--- config.mk ---
export PLATFORM = sky130hd
export DESIGN_NAME = writeback_stage
export DESIGN_NICKNAME = d
export VERILOG_FILES = /design/src/rtl/wb_pkg.sv /design/src/rtl/wb_fifo.sv /design/src/rtl/writeback_stage.sv
export SDC_FILE = /design/constraint.sdc
export NUM_CORES = 1
export LEC_CHECK = 0
export CORE_ASPECT_RATIO = 2
export CORE_MARGIN = 4
export CORE_UTILIZATION = 50
export DETAILED_ROUTE_END_ITERATION = 7
export GPL_TIMING_DRIVEN = 0
export PLACE_DENSITY = 0.77
export SETUP_SLACK_MARGIN = 0.4
export SYNTH_ARGS = -nofsm -noshare
export SYNTH_HDL_FRONTEND = slang
export SYNTH_SLANG_ARGS = --single-unit
--- constraint.sdc ---
create_clock -name clk -period 3.1 [get_ports clk]
set_input_delay 0.775 -clock clk [delete_from_list [all_inputs] [get_ports clk]]
set_output_delay 0.775 -clock clk [all_outputs]
set_load 0.01 [all_outputs]
--- src/rtl/wb_pkg.sv ---
// Shared widths and the pending-write entry type for the writeback stage.
package wb_pkg;

    localparam int unsigned DATA_W = 16;
    localparam int unsigned ADDR_W = 4;

    typedef struct packed {
        logic [ADDR_W-1:0] dest;
        logic [DATA_W-1:0] data;
    } wb_entry_t;

endpackage

--- src/rtl/wb_fifo.sv ---
// Dual-push / single-pop in-order FIFO of pending register writes.
// Port a is written ahead of port b when both push in the same cycle.
module wb_fifo
    import wb_pkg::*;
#(
    parameter int unsigned DEPTH = 4
) (
    input  logic                           clk,
    input  logic                           rst,
    input  logic                           push_a,
    input  wb_entry_t                      entry_a,
    input  logic                           push_b,
    input  wb_entry_t                      entry_b,
    input  logic                           pop,
    output wb_entry_t                      head,
    output logic [$clog2(DEPTH+1)-1:0]     count,
    output logic [$clog2(DEPTH)-1:0]       head_ptr,
    output wb_entry_t [DEPTH-1:0]          entries
);

    localparam int unsigned PTR_W = $clog2(DEPTH);
    localparam int unsigned CNT_W = $clog2(DEPTH + 1);

    wb_entry_t [DEPTH-1:0] mem_q;
    logic [PTR_W-1:0]      wr_ptr;
    logic [PTR_W-1:0]      rd_ptr;
    logic [CNT_W-1:0]      count_q;
    logic [PTR_W-1:0]      wr_ptr_b;
    logic                  pop_ok;

    // Port b lands one slot behind port a when both push together.
    assign wr_ptr_b = wr_ptr + PTR_W'(push_a);
    assign pop_ok   = pop && (count_q != '0);

    always_ff @(posedge clk) begin
        if (rst) begin
            wr_ptr  <= '0;
            rd_ptr  <= '0;
            count_q <= '0;
        end else begin
            if (push_a) mem_q[wr_ptr]   <= entry_a;
            if (push_b) mem_q[wr_ptr_b] <= entry_b;
            wr_ptr  <= wr_ptr + PTR_W'(push_a) + PTR_W'(push_b);
            if (pop_ok) rd_ptr <= rd_ptr + PTR_W'(1);
            count_q <= count_q + CNT_W'(push_a) + CNT_W'(push_b) - CNT_W'(pop_ok);
        end
    end

    assign head     = mem_q[rd_ptr];
    assign count    = count_q;
    assign head_ptr = rd_ptr;
    assign entries  = mem_q;

endmodule

--- src/rtl/writeback_stage.sv ---
// Writeback stage: merges ALU and load results into one register-file write per cycle.
// Optional WB_FORWARD_EN adds a combinational lookup over all pending writes.
module writeback_stage
    import wb_pkg::*;
#(
    parameter int unsigned FIFO_DEPTH = 4
) (
    input  logic                               clk,
    input  logic                               rst,
    input  logic                               mem_valid,
    output logic                               mem_ready,
    input  logic [ADDR_W-1:0]                  mem_dest,
    input  logic [DATA_W-1:0]                  mem_data,
    input  logic                               alu_valid,
    output logic                               alu_ready,
    input  logic [ADDR_W-1:0]                  alu_dest,
    input  logic [DATA_W-1:0]                  alu_data,
    output logic                               reg_write_en,
    output logic [ADDR_W-1:0]                  reg_write_dest,
    output logic [DATA_W-1:0]                  reg_write_data,
    output logic [$clog2(FIFO_DEPTH+1)-1:0]    pending_count,
    output logic                               fifo_full,
    output logic                               fifo_empty,
    input  logic [ADDR_W-1:0]                  fwd_addr,
    output logic                               fwd_hit,
    output logic [DATA_W-1:0]                  fwd_data
);

    localparam int unsigned CNT_W = $clog2(FIFO_DEPTH + 1);
    localparam int unsigned PTR_W = $clog2(FIFO_DEPTH);

    logic [CNT_W-1:0]           free_c;
    logic                       push_mem;
    logic                       push_alu;
    logic                       pop;
    wb_entry_t                  mem_entry;
    wb_entry_t                  alu_entry;
    wb_entry_t                  head;
    logic [PTR_W-1:0]           head_ptr;
    wb_entry_t [FIFO_DEPTH-1:0] fifo_entries;

    // Readiness looks only at registered occupancy, never at the same-cycle pop.
    assign free_c    = CNT_W'(FIFO_DEPTH) - pending_count;
    assign mem_ready = (free_c >= CNT_W'(1));
    assign alu_ready = mem_valid ? (free_c >= CNT_W'(2)) : (free_c >= CNT_W'(1));

    assign push_mem  = mem_valid && mem_ready;
    assign push_alu  = alu_valid && alu_ready;
    assign pop       = !fifo_empty;

    assign mem_entry = '{dest: mem_dest, data: mem_data};
    assign alu_entry = '{dest: alu_dest, data: alu_data};

    assign fifo_empty = (pending_count == '0);
    assign fifo_full  = (pending_count == CNT_W'(FIFO_DEPTH));

    // Loads occupy port a so they retire ahead of a same-cycle ALU result.
    wb_fifo #(
        .DEPTH    (FIFO_DEPTH)
    ) u_fifo (
        .clk      (clk),
        .rst      (rst),
        .push_a   (push_mem),
        .entry_a  (mem_entry),
        .push_b   (push_alu),
        .entry_b  (alu_entry),
        .pop      (pop),
        .head     (head),
        .count    (pending_count),
        .head_ptr (head_ptr),
        .entries  (fifo_entries)
    );

    // Output register: strobe for one cycle per pop, address/data hold otherwise.
    always_ff @(posedge clk) begin
        if (rst) begin
            reg_write_en   <= 1'b0;
            reg_write_dest <= '0;
            reg_write_data <= '0;
        end else if (pop) begin
            reg_write_en   <= 1'b1;
            reg_write_dest <= head.dest;
            reg_write_data <= head.data;
        end else begin
            reg_write_en   <= 1'b0;
        end
    end

`ifdef WB_FORWARD_EN
    logic [PTR_W-1:0] fwd_idx;

    // Oldest first so the youngest matching write overrides earlier ones.
    always_comb begin
        fwd_hit  = 1'b0;
        fwd_data = '0;
        fwd_idx  = '0;
        if (reg_write_en && (reg_write_dest == fwd_addr)) begin
            fwd_hit  = 1'b1;
            fwd_data = reg_write_data;
        end
        for (int unsigned i = 0; i < FIFO_DEPTH; i++) begin
            fwd_idx = head_ptr + PTR_W'(i);
            if ((i < 32'(pending_count)) && (fifo_entries[fwd_idx].dest == fwd_addr)) begin
                fwd_hit  = 1'b1;
                fwd_data = fifo_entries[fwd_idx].data;
            end
        end
    end
`else
    logic unused_fwd;

    assign fwd_hit    = 1'b0;
    assign fwd_data   = '0;
    assign unused_fwd = ^{fwd_addr, head_ptr, fifo_entries};
`endif

endmodule

## Word level (Yosys, flattened, before mapping)

Cells that the tools add are included.

| storage, ports and cells | value |
|---|---|
| register bits after elaboration | 108 |
| input bits | 48 |
| output and inout port bits | 45 |
| logic and storage cells | 50 |

| cells by class | value |
|---|---|
| $add $sub $neg | 7 |
| order comparisons | 7 |
| equality and inequality tests | 1 |
| multiplexer cells | 13 |
| reduce and logical (&&, ||, !) cells | 8 |

Operators by type and width:

| operator | number |
|---|---|
| 2-to-1 mux 80 bit | 3 |
| bitwise mux 80 bit | 2 |
| demux 20 bit (select 2 bit) | 2 |
| 2-to-1 mux 20 bit | 3 |
| binary-select mux 20 bit (select 2 bit) | 1 |
| < comparator 2 x 3 -> 1 bit, second input constant | 3 |
| adder 3 x 1 -> 3 bit | 2 |
| logical AND 1 bit | 5 |
| adder 2 x 1 -> 2 bit | 2 |
| >= comparator 2 x 1 -> 1 bit, second input constant | 2 |
| equality test 3 bit, second input constant | 1 |
| >= comparator 3 x 1 -> 1 bit, second input constant | 1 |
| >= comparator 3 x 2 -> 1 bit, second input constant | 1 |
| logical NOT 3 bit | 1 |
| nonzero test 3 bit | 1 |
| subtractor 3 x 1 -> 3 bit | 1 |
| subtractor 3 bit, first input constant | 1 |
| adder 2 x 1 -> 2 bit, second input constant | 1 |
| 2-to-1 mux 1 bit | 2 |
| logical NOT 1 bit | 1 |

## Longest topological paths before layout

Gate-level depths: netlist of the first run.

| depth | value |
|---|---|
| depth in word-level cells | 10 |
| mapped depth | 13 |
| depth with buffers taken out | 13 |

## By module

A second synthesis of the first run with hierarchy kept.

| second synthesis, totals | value |
|---|---|
| cell total of the unflattened synthesis | 617 |
| area, all modules | 6022.0 µm² |

By module, submodules not included:

| module | times used | cells an instance | area each (µm²) | seq. area each (µm²) |
|---|---|---|---|---|
| wb_fifo | 1 | 513 | 4984.8 | 2542.4 |
| writeback_stage | 1 | 104 | 1037.2 | 420.4 |

## Worst setup path before layout of the first run

No wires, ideal clock.

| path | value |
|---|---|
| path type | reg-to-reg |
| start point | register u_fifo.count_q[0], in the netlist u_fifo.count[0] |
| end point | register u_fifo.mem_q, in the netlist u_fifo.entries[20], data pin |
| library setup time | 0.260 ns |
| data arrival time | 2.997 ns |
| path slack | -0.157 ns |
| stages on the path, launching flop included | 12 |
| buffers on the path | 1 |
| cells stage by stage | dfxtp_1 > inv_1 > ha_1 > ha_1 > nor4b_4 > inv_2 > and2_2 > ha_1 > inv_1 > or3_2 > buf_6 > mux2_2 |

| between the ends | value |
|---|---|
| cells in the longest elaborated chain, start to end | 10 |
| elaborated cells between the ends (all ways) | 16 |
| classes of those cells | 2 x add/sub; 4 x order compare; 7 x mux; 3 x reduce/logical |

RTL lines:

| what | RTL line | RTL |
|---|---|---|
| start, declared | wb_fifo.sv:27 | `logic [CNT_W-1:0] count_q;` |
| start signal, assigned | wb_fifo.sv:45 | `count_q <= count_q + CNT_W'(push_a) + CNT_W'(push_b) - CNT_W'(pop_ok);` |
| subtractor 3 bit (*) | writeback_stage.sv:43 | `assign free_c = CNT_W'(FIFO_DEPTH) - pending_count;` |
| >= comparator 3 x 1 -> 1 bit (*) | writeback_stage.sv:44 | `assign mem_ready = (free_c >= CNT_W'(1));` |
| named net mem_ready | writeback_stage.sv:11 | `output logic mem_ready,` |
| logical AND 1 bit | writeback_stage.sv:47 | `assign push_mem = mem_valid && mem_ready;` |
| adder 2 x 1 -> 2 bit | wb_fifo.sv:32 | `assign wr_ptr_b = wr_ptr + PTR_W'(push_a);` |
| < comparator 2 x 3 -> 1 bit (implied by the code) or >= comparator 2 x 1 -> 1 bit (tied branches) | wb_fifo.sv:42 | `if (push_b) mem_q[wr_ptr_b] <= entry_b;` |
| logical AND 1 bit (implied by the code) | wb_fifo.sv:42 |  |
| 2-to-1 mux 20 bit (implied by the code) | wb_fifo.sv:42 |  |
| demux 20 bit (select 2 bit) | n/a |  |
| bitwise mux 80 bit | wb_fifo.sv:42 |  |
| 2-to-1 mux 80 bit (*) | wb_fifo.sv:42 |  |
| end signal, assigned by index | wb_fifo.sv:41 | `if (push_a) mem_q[wr_ptr] <= entry_a;` |
| end signal, assigned by index | wb_fifo.sv:42 |  |
| end, declared | wb_fifo.sv:24 | `wb_entry_t [DEPTH-1:0] mem_q;` |

The timed path passes the listed nets; every way through them passes the cells marked *. The select of a mux whose other input is x is not followed.
A chain may end at the register's enable or synchronous reset.

## Worst setup path after layout of the first run

| path | value |
|---|---|
| start point | register u_fifo.count_q[1], in the netlist u_fifo.count[1] |
| end point | register u_fifo.mem_q, in the netlist u_fifo.entries[25], data pin |

| between the ends | value |
|---|---|
| cells in the longest elaborated chain, start to end | 10 |
| elaborated cells between the ends (all ways) | 16 |
| classes of those cells | 2 x add/sub; 4 x order compare; 7 x mux; 3 x reduce/logical |

RTL lines:

| what | RTL line |
|---|---|
| subtractor 3 bit (*) | writeback_stage.sv:43 |
| >= comparator 3 x 1 -> 1 bit | writeback_stage.sv:44, writeback_stage.sv:45 |
| logical AND 1 bit | writeback_stage.sv:47 |
| adder 2 x 1 -> 2 bit | wb_fifo.sv:32 |
| < comparator 2 x 3 -> 1 bit (implied by the code) or >= comparator 2 x 1 -> 1 bit (tied branches) | wb_fifo.sv:42 |
| logical AND 1 bit (implied by the code) | wb_fifo.sv:42 |
| 2-to-1 mux 20 bit (implied by the code) | wb_fifo.sv:42 |
| demux 20 bit (select 2 bit) | n/a |
| bitwise mux 80 bit | wb_fifo.sv:42 |
| 2-to-1 mux 80 bit (*) | wb_fifo.sv:42 |

Every way passes the cells marked *; elsewhere a longest branch is shown, timed or not. The select of a mux whose other input is x is not followed.

==> run summary, run 1 <==
Clocking
• 350 ps — source-to-sink clock delay at the later pin of the worst-skew pair
• 2 — largest buffer count on any clock path
• 9 — TritonCTS Buffers
• built — CTS tree
• 3 — number of H-tree levels
• 0 — quantity of hold-fixing buffers added after cts
• 70 ps — Clk pin slew, worst setup/hold paths
• sky130_fd_sc_hd__clkbuf_16 — root buf cell
• 108 — clock sinks

Synth
• 35 — number of unique standard cell types used by synthesis
• sky130_fd_sc_hd__edfxtp_1 38%, sky130_fd_sc_hd__mux2_2 25%, sky130_fd_sc_hd__dfxtp_1 9.0% — most area-consuming cells after synthesis
• 6261 um^2 — cell area after synthesis
• 0% — fraction of registers with async set/reset
• 445 — post-synthesis cell count
• sky130_fd_sc_hd__mux2_2 — cell with the most instances after synthesis
• 80 — Post-synth EDFFs
• 137 x sky130_fd_sc_hd__mux2_2, 80 x sky130_fd_sc_hd__edfxtp_1, 42 x sky130_fd_sc_hd__nand2_1 — most instantiated cells after synthesis
• sky130_fd_sc_hd__edfxtp_1 — cell type contributing the most total cell area after synthesis
• 14.07 um^2 — mean cell area of the mapped netlist
• 47.32% — sequential-to-total area share from yosys stat
• 108 — Synth Register Bits
• 38.37% — fraction of post-synthesis cell area in the top cell type by area
• 0 — number of warning messages in the yosys log
• sky130_fd_sc_hd__edfxtp_1 — Post-synth top flop

Critical path
• 310 ps — worst reg-to-reg setup slack
• flop — sort of element at the start of the critical path
• 2890 ps — Worst Path Arrival
• 11 — cell depth of the worst flop-to-flop path
• 5 — biggest fanout along the worst timing path
• u_fifo.entries[25]$_DFFE_PN_ — capture instance of the worst register-to-register path
• reg -> reg — crit path kind
• flop — crit end category
• u_fifo.count[1]$_SDFF_PP0_ — r2r startpoint
• 3200 ps — data required time at the worst endpoint

Status
• complete, no violations — status

Placed design
• 70 — Port Buffers
• 679 — number of placed instances, taps included
• 10190 um — half-perimeter wire length of the detailed placement result
• 0.7549 — final estimated routing congestion in global placement

Pwr
• 0.5735 mV — Max VDD drop
• 995.5 nW/um^2 — Pwr Density
• 3.001 nW — leakage power

Run
• 0 — MaxCap Viol Count

Timing
• true — RSZ-0062 raised after global routing
• 9.542 ps — clk_skew
• 0 — pins over their slew limit
• 90.12% — period utilisation layout
• 0 ps — setup_tns
• 44.94% — relative slew slack
• 0 — setup violators final
• 824.1 ps — actual transition at the worst max-transition pin
• 0 — Final Hold Viols
• 357.9 MHz — highest clock rate
• 2794 ps — final worst path period need

Cells and area
• 65.72% — final cell utilization of the core
• 28.02% — area growth from synthesis to layout
• 717 — Final Non-Filler Cells
• 48.95% — share of post-route cells with drive strength above 1
• 0 — ant diodes
• 623 — Layout Nets

Die
• 57 — floorplan row count
• 166.3 um — vertical die dimension
• 14480 um^2 — area of the die
• 51.34% — starting density of the core
• 12200 um^2 — CORE AREA
• 93 — I/O pin total
• 87.13 um — die width

Min path
• reg -> reg — type of the most critical hold path
• reg_write_dest[0]$_SDFFE_PP0N_ — Hold Path Sink
• reg_write_dest[0]$_SDFFE_PP0N_ — origin of the worst min-delay path
• 2 — hold path cells

Drt
• 220 — number of violations reported at the end of detailed-routing iteration 0
• 15680 um — wirelength, routed
• 4 — first-pass detailed-route iteration total
• 0 — DR DRC count
• 0 — post-route antenna net violation count
• 5.646 — via count normalized by instance count
• 4048 — vias after detailed routing
• 21.87 um — WL per Instance

GRT
• 21.54% — total track usage
• 0 — antenna violations before repair
• 0 — Overflow after GRT
• 4288 — via count of the first global-routing pass
• 23710 um — first-pass GRT wire length
• 46 — largest net degree at the start of global routing

placed cells by master (no fill, tap or decap), types with 11 or more instances in the layout:
master                            count
sky130_fd_sc_hd__dfxtp_1             26
sky130_fd_sc_hd__mux4_2              20
sky130_fd_sc_hd__mux2_2             117
sky130_fd_sc_hd__edfxtp_1            80
sky130_fd_sc_hd__buf_4               31
sky130_fd_sc_hd__conb_1              17
sky130_fd_sc_hd__clkdlybuf4s50_1     67
sky130_fd_sc_hd__a21oi_1             20
sky130_fd_sc_hd__mux2_4              40
sky130_fd_sc_hd__clkbuf_16           11
sky130_fd_sc_hd__nand2_1             42
worst max-delay path, stage by stage (launching register included):
cell,delay (ps)
sky130_fd_sc_hd__dfxtp_4,370
sky130_fd_sc_hd__inv_4,40
sky130_fd_sc_hd__ha_4,160
sky130_fd_sc_hd__ha_4,260
sky130_fd_sc_hd__nor4b_4,230
sky130_fd_sc_hd__inv_2,100
sky130_fd_sc_hd__and2_4,160
sky130_fd_sc_hd__ha_4,290
sky130_fd_sc_hd__inv_1,60
sky130_fd_sc_hd__or3_4,430
sky130_fd_sc_hd__buf_12,160
sky130_fd_sc_hd__mux2_4,290
timing repair:
| action | in CTS | in global routing |
|---|---|---|
| setup endpoints to repair | 85 | 84 |
| setup buffers | 12 | 5 |
| gates resized for setup | 28 | 40 |
| pin swaps | 9 | 3 |
| gates cloned | 2 | 3 |
cell families after synthesis:
| kind of cell | synth area share [%] |
|---|---|
| XOR/XNOR | 0.6994 |
| buffers and inverters | 5.256 |
| other | 0.05989 |
| AND/OR/NAND/NOR | 5.116 |
| multiplexers | 37.17 |
| flip-flops | 47.32 |
| AO/OA/AOI/OAI | 2.138 |
| adder cells (fa/ha/maj) | 2.238 |
sequential cells by signal, indices dropped and copies added, names as in the netlist:
signal / flops
u_fifo.wr_ptr: 2
u_fifo.entries: 80
reg_write_en: 1
reg_write_data: 16
reg_write_dest: 4
u_fifo.head_ptr: 2
u_fifo.count: 3
routing by layer:
layer	vias up	global-route usage, %	share of wire [%]
li1	1870	-	-
met1	2038	24.75	37
met2	121	39.72	57
met3	19	3.128	4.6
met4	0	7.014	2.0
met5	-	0	0
worst max-delay path by stage:
stage / from / to / slack, ps
after floorplan: u_fifo.count[0]$_SDFF_PP0_ / u_fifo.count[2]$_SDFF_PP0_ / 210
after global placement: mem_valid / u_fifo.count[2]$_SDFF_PP0_ / -350
after detailed placement: mem_valid / u_fifo.count[2]$_SDFF_PP0_ / -410
after CTS: u_fifo.count[1]$_SDFF_PP0_ / u_fifo.count[2]$_SDFF_PP0_ / 360
after global routing: u_fifo.count[1]$_SDFF_PP0_ / u_fifo.count[2]$_SDFF_PP0_ / 200
final: u_fifo.count[1]$_SDFF_PP0_ / u_fifo.entries[25]$_DFFE_PN_ / 310
layout make-up:
class,count,area (um^2)
Fill cell,904,4180
Clock buffer,13,260.3
Sequential cell,108,2970
Timing Repair Buffer,93,945.9
Multi-Input combinational cell,299,3214
Buffer,44,370.4
Tap cell,147,183.9
Clock inverter,3,21.27
Inverter,10,48.80
power breakdown:
part / internal, mW / switching, mW
Sequential: 2.23 / 0.282
Combinational: 2.56 / 1.80
Clock: 0.591 / 0.513
through the flow:
stage	cell area, um^2	setup slack (ps)	total power, mW	hold slack [ps]
final	8015	306.2	7.979	460.9
after CTS	7781	364.7	7.626	466.1
after detailed placement	7327	-406.7	6.270	456.2
after floorplan	6422	213.3	5.134	483.0
after global routing	8015	203.5	8.408	493.5
after global placement	7307	-354.0	6.097	447.2
No activity file was read; power rests on OpenSTA's default activity.
==> inputs of run 2 (changes only) <==
==> constraint.sdc (replaced) <==
create_clock -name clk -period 3.1 [get_ports clk]
set_input_delay 0.31 -clock clk [delete_from_list [all_inputs] [get_ports clk]]
set_output_delay 0.31 -clock clk [all_outputs]
set_load 0.01 [all_outputs]
==> run summary, run 2 (same netlist as run 1, synthesis figures left out) <==
Status
• complete, no violations — status

Die
• 51.34% — starting density of the core
• 93 — I/O pin total
• 166.3 um — vertical die dimension
• 87.13 um — die width
• 14480 um^2 — area of the die
• 12200 um^2 — CORE AREA
• 57 — floorplan row count

Cells and area
• 80 — flip-flop count of the largest register after layout
• sky130_fd_sc_hd__mux2_2 — most common library cell in the layout ignoring fill and taps
• 619 — Layout Nets
• 7998 um^2 — post-route standard cell area excluding fillers
• 65.58% — final cell utilization of the core
• 0 — ant diodes
• 117 x sky130_fd_sc_hd__mux2_2, 80 x sky130_fd_sc_hd__edfxtp_1, 70 x sky130_fd_sc_hd__clkdlybuf4s50_1, 42 x sky130_fd_sc_hd__nand2_1, 40 x sky130_fd_sc_hd__mux2_4 — highest-count cells in the layout ignoring fill and taps
• 47.70% — share of post-route cells with drive strength above 1
• 27.74% — area growth from synthesis to layout

Pwr
• 2.989 nW — leakage power
• 987.9 nW/um^2 — Pwr Density
• 7.901 mW — Tot Pwr
• 0.6096 mV — Max VDD drop

Placed design
• 7332 um^2 — Post-Place Cell Area
• 10370 um — half-perimeter wire length of the detailed placement result
• 70 — Port Buffers
• 0.7546 — final estimated routing congestion in global placement

Min path
• 2 — hold path cells
• in -> reg — type of the most critical hold path

Critical path
• 10 — biggest fanout along the worst timing path
• flop — crit end category
• 3200 ps — data required time at the worst endpoint
• flop — sort of element at the start of the critical path
• reg -> reg — crit path kind
• 11 — cell depth of the worst flop-to-flop path
• 2910 ps — Worst Path Arrival

Timing
• true — RSZ-0062 raised after global routing
• 0 — setup violators final
• 0 — pins over their slew limit
• 2808 ps — final worst path period need
• 48.75% — relative slew slack
• 5.988 ps — clk_skew
• 768.7 ps — actual transition at the worst max-transition pin
• 356.1 MHz — highest clock rate
• 428.3 ps — minimum hold slack
• 0 — Final Hold Viols
• 90.60% — period utilisation layout
• 0 ps — setup_tns

GRT
• 0 — Overflow after GRT
• 67 — largest net degree at the start of global routing
• 24100 um — first-pass GRT wire length
• 21.91% — total track usage
• 4355 — via count of the first global-routing pass
• 0 — antenna violations before repair

Clocking
• 70 ps — Clk pin slew, worst setup/hold paths
• 350 ps — source-to-sink clock delay at the later pin of the worst-skew pair
• 108 — clock sinks
• 9 — TritonCTS Buffers
• 0 — quantity of hold-fixing buffers added after cts
• 3 — number of H-tree levels
• sky130_fd_sc_hd__clkbuf_16 — root buf cell
• built — CTS tree
• 2 — largest buffer count on any clock path

Drt
• 5.613 — via count normalized by instance count
• 21.67 um — WL per Instance
• 4002 — vias after detailed routing
• 0 — post-route antenna net violation count
• 15450 um — wirelength, routed
• 4 — first-pass detailed-route iteration total
• 0 — DR DRC count
• 220 — number of violations reported at the end of detailed-routing iteration 0

Run
• 0 — MaxCap Viol Count

-- run 2: changes by cell type in the layout (fill, tap and decap cells not counted), sizes merged --
cell           change
buf                -3
clkbuf             -2
clkdlybuf4s15      -1
clkdlybuf4s50      +3
clkinv             +1
clkinvlp           -2
dlygate4sd2        -1
inv                +1
-- run 2: area by class of cell --
type                    count  area [um^2]
plain buffers              44        379.1
clock buffers              13        250.2
clock inverters             3        13.76
fillers                   888         4198
inverters                  10        47.55
multi-input cells         299         3209
flip-flops and latches    108         2970
well taps                 147        183.9
repair buffers             89        943.4
-- run 2: per-layer routing --
metal | global-route usage, % | vias to the layer above | routed length, um
li1 | - | 1859 | -
met1 | 23.80 | 1992 | 5512
met2 | 40.55 | 112 | 8719
met3 | 4.270 | 39 | 706
met4 | 8.150 | 0 | 510
met5 | 0 | - | 0
-- run 2: through the flow --
| step | worst slack (ps) | cells |
|---|---|---|
| floorplan | 206.2 | 461 |
| global placement | -229.1 | 678 |
| detailed placement | 13.71 | 679 |
| CTS | 325.4 | 706 |
| global route | 177.7 | 713 |
| finish | 291.5 | 713 |
-- run 2: worst paths after layout --
| path | from | endpoint | slack, ps |
|---|---|---|---|
| max reg2reg | u_fifo.count[1]$_SDFF_PP0_ | u_fifo.entries[20]$_DFFE_PN_ | 290 |
| max | u_fifo.count[1]$_SDFF_PP0_ | u_fifo.entries[20]$_DFFE_PN_ | 290 |
| min reg2reg | reg_write_dest[1]$_SDFFE_PP0N_ | reg_write_dest[1]$_SDFFE_PP0N_ | 460 |
| min | rst | reg_write_en$_SDFF_PP0_ | 430 |
-- run 2: timing repair --
action                                  in CTS  in global routing
resized for setup                           45                 21
gates cloned                                 2                  3
endpoints found under the setup margin      82                 82
pin swaps                                    4                  2
setup buffers                                9                  4
-- run 2: critical path, cell delays in order, from the launching register on --
cell	delay, ps
sky130_fd_sc_hd__dfxtp_4	370
sky130_fd_sc_hd__inv_4	40
sky130_fd_sc_hd__ha_4	160
sky130_fd_sc_hd__ha_4	260
sky130_fd_sc_hd__nor4b_4	230
sky130_fd_sc_hd__inv_2	90
sky130_fd_sc_hd__and2_4	170
sky130_fd_sc_hd__ha_4	300
sky130_fd_sc_hd__inv_1	70
sky130_fd_sc_hd__or3_4	420
sky130_fd_sc_hd__buf_12	170
sky130_fd_sc_hd__mux2_2	280
-- run 2: power by group --
| group | internal (mW) | switching, mW | total (mW) |
|---|---|---|---|
| logic | 2.57 | 1.75 | 4.32 |
| registers | 2.23 | 0.275 | 2.51 |
| clock network | 0.564 | 0.505 | 1.07 |
| total | 5.37 | 2.53 | 7.90 |
==> inputs of run 3 (changes only) <==
Settings changed: RECOVER_POWER set to 25.
==> run summary, run 3 (same netlist as run 1, synthesis figures left out) <==
Die
• 12200 um^2 — CORE AREA
• 93 — I/O pin total
• 51.34% — starting density of the core
• 14480 um^2 — area of the die
• 57 — floorplan row count
• 166.3 um — vertical die dimension
• 87.13 um — die width

Timing
• 291.3 ps — fin worst setup slack
• 969.8 ps — actual transition at the worst max-transition pin
• 6.075 ps — clk_skew
• 90.60% — period utilisation layout
• 35.34% — relative slew slack
• 0 — Final Hold Viols
• 0 — setup violators final
• true — RSZ-0062 raised after global routing
• 0 ps — setup_tns
• 0 — pins over their slew limit
• 356.0 MHz — highest clock rate
• 2809 ps — final worst path period need
• 407.7 ps — minimum hold slack

Run
• 0 — MaxCap Viol Count

Placed design
• 13.71 ps — placement-stage worst setup slack
• 10370 um — half-perimeter wire length of the detailed placement result
• 0.7546 — final estimated routing congestion in global placement
• 70 — Port Buffers

Cells and area
• 890 — filler instances
• 27.40% — area growth from synthesis to layout
• 619 — Layout Nets
• 80 — flip-flop count of the largest register after layout
• 117 x sky130_fd_sc_hd__mux2_2, 80 x sky130_fd_sc_hd__edfxtp_1, 70 x sky130_fd_sc_hd__clkdlybuf4s50_1, 42 x sky130_fd_sc_hd__nand2_1, 40 x sky130_fd_sc_hd__mux2_4 — highest-count cells in the layout ignoring fill and taps
• 3209 um^2 — multi-input logic area
• sky130_fd_sc_hd__mux2_2 — most common library cell in the layout ignoring fill and taps
• 47.70% — share of post-route cells with drive strength above 1
• 0 — ant diodes
• 2970 um^2 — register area

Clocking
• 2 — largest buffer count on any clock path
• 9 — TritonCTS Buffers
• 350 ps — source-to-sink clock delay at the later pin of the worst-skew pair
• sky130_fd_sc_hd__clkbuf_16 — root buf cell
• 3 — number of H-tree levels
• 70 ps — Clk pin slew, worst setup/hold paths
• built — CTS tree
• 108 — clock sinks
• 0 — quantity of hold-fixing buffers added after cts

Drt
• 0 — DR DRC count
• 5.623 — via count normalized by instance count
• 21.69 um — WL per Instance
• 225 — number of violations reported at the end of detailed-routing iteration 0
• 15460 um — wirelength, routed
• 0 — post-route antenna net violation count
• 4 — first-pass detailed-route iteration total
• 4009 — vias after detailed routing

Pwr
• 7.897 mW — Tot Pwr
• 0.6096 mV — Max VDD drop
• 2.977 nW — leakage power
• 990.0 nW/um^2 — Pwr Density

GRT
• 21.91% — total track usage
• 67 — largest net degree at the start of global routing
• 0 — antenna violations before repair
• 4355 — via count of the first global-routing pass
• 0 — Overflow after GRT
• 24100 um — first-pass GRT wire length

Critical path
• 420 ps — delay of the slowest critical-path stage
• 10 — biggest fanout along the worst timing path
• inv_4 -> ha_4 -> ha_4 -> nor4b_4 -> inv_2 -> and2_4 -> ha_4 -> inv_1 -> or3_4 -> buf_12 -> mux2_2 — cells along the critical path
• simple AND/OR/NAND/NOR gates — family with the most delay on the worst path
• sky130_fd_sc_hd__or3_4 — Critical-path top delay cell
• flop — sort of element at the start of the critical path
• 11 — path length in cells of the critical path
• reg -> reg — crit path kind
• 3200 ps — data required time at the worst endpoint
• 2910 ps — Worst Path Arrival
• 4 — sum of buffers and inverters on the critical path
• sky130_fd_sc_hd__ha_4 — most frequent cell on the critical path
• flop — crit end category
• 11 — cell depth of the worst flop-to-flop path

Min path
• 2 — hold path cells
• in -> reg — type of the most critical hold path

Status
• complete, no violations — status

[run 3: through the flow]
stage	std cells	util, %	cell area (um^2)
global placement	678	59.87	7302
global route	713	65.40	7976
floorplan	461	-	6417
CTS	706	64.30	7841
finish	713	65.40	7976
detailed placement	679	60.12	7332
[run 3: report_power, final]
group | internal (mW) | leakage (nW) | switching [mW] | total, mW
sequential | 2.23 | 1.02 | 0.276 | 2.51
clock | 0.563 | 0.131 | 0.503 | 1.07
combinational | 2.57 | 1.83 | 1.75 | 4.32
total | 5.37 | 2.98 | 2.53 | 7.90
[run 3: final timing paths]
kind	startpoint	endpoint	slack, ps
max	u_fifo.count[1]$_SDFF_PP0_	u_fifo.entries[20]$_DFFE_PN_	290
min	rst	reg_write_en$_SDFF_PP0_	410
max reg2reg	u_fifo.count[1]$_SDFF_PP0_	u_fifo.entries[20]$_DFFE_PN_	290
min reg2reg	reg_write_dest[1]$_SDFFE_PP0N_	reg_write_dest[1]$_SDFFE_PP0N_	460
[run 3: repair_timing]
action	CTS	global route
endpoints found under the hold margin	0	0
buffers inserted	9	4
gates cloned	2	3
resized for setup	45	21
pin swaps	4	2
setup endpoints to repair	82	82
[run 3: cell type report]
type / count / area share (%)
clock buffer: 13 / 3.137
inverter: 10 / 0.5804
tap: 147 / 2.306
multi-input combinational: 299 / 40.24
timing repair buffer: 89 / 11.58
clock inverter: 3 / 0.1725
sequential: 108 / 37.24
buffer: 44 / 4.753
[run 3: routing by layer]
layer  vias to the layer above  global-route usage (%)  wire length (um)
met1                      1991                   23.80              5467
met4                         0                   8.150               503
li1                       1858                       -                 -
met3                        39                   4.270               709
met2                       121                   40.55              8783
met5                         -                       0                 0
[run 3: worst register-to-register path, stage by stage, from the launching register on]
cell,delay [ps]
sky130_fd_sc_hd__dfxtp_4,370
sky130_fd_sc_hd__inv_4,40
sky130_fd_sc_hd__ha_4,160
sky130_fd_sc_hd__ha_4,260
sky130_fd_sc_hd__nor4b_4,230
sky130_fd_sc_hd__inv_2,100
sky130_fd_sc_hd__and2_4,170
sky130_fd_sc_hd__ha_4,300
sky130_fd_sc_hd__inv_1,70
sky130_fd_sc_hd__or3_4,420
sky130_fd_sc_hd__buf_12,170
sky130_fd_sc_hd__mux2_2,280
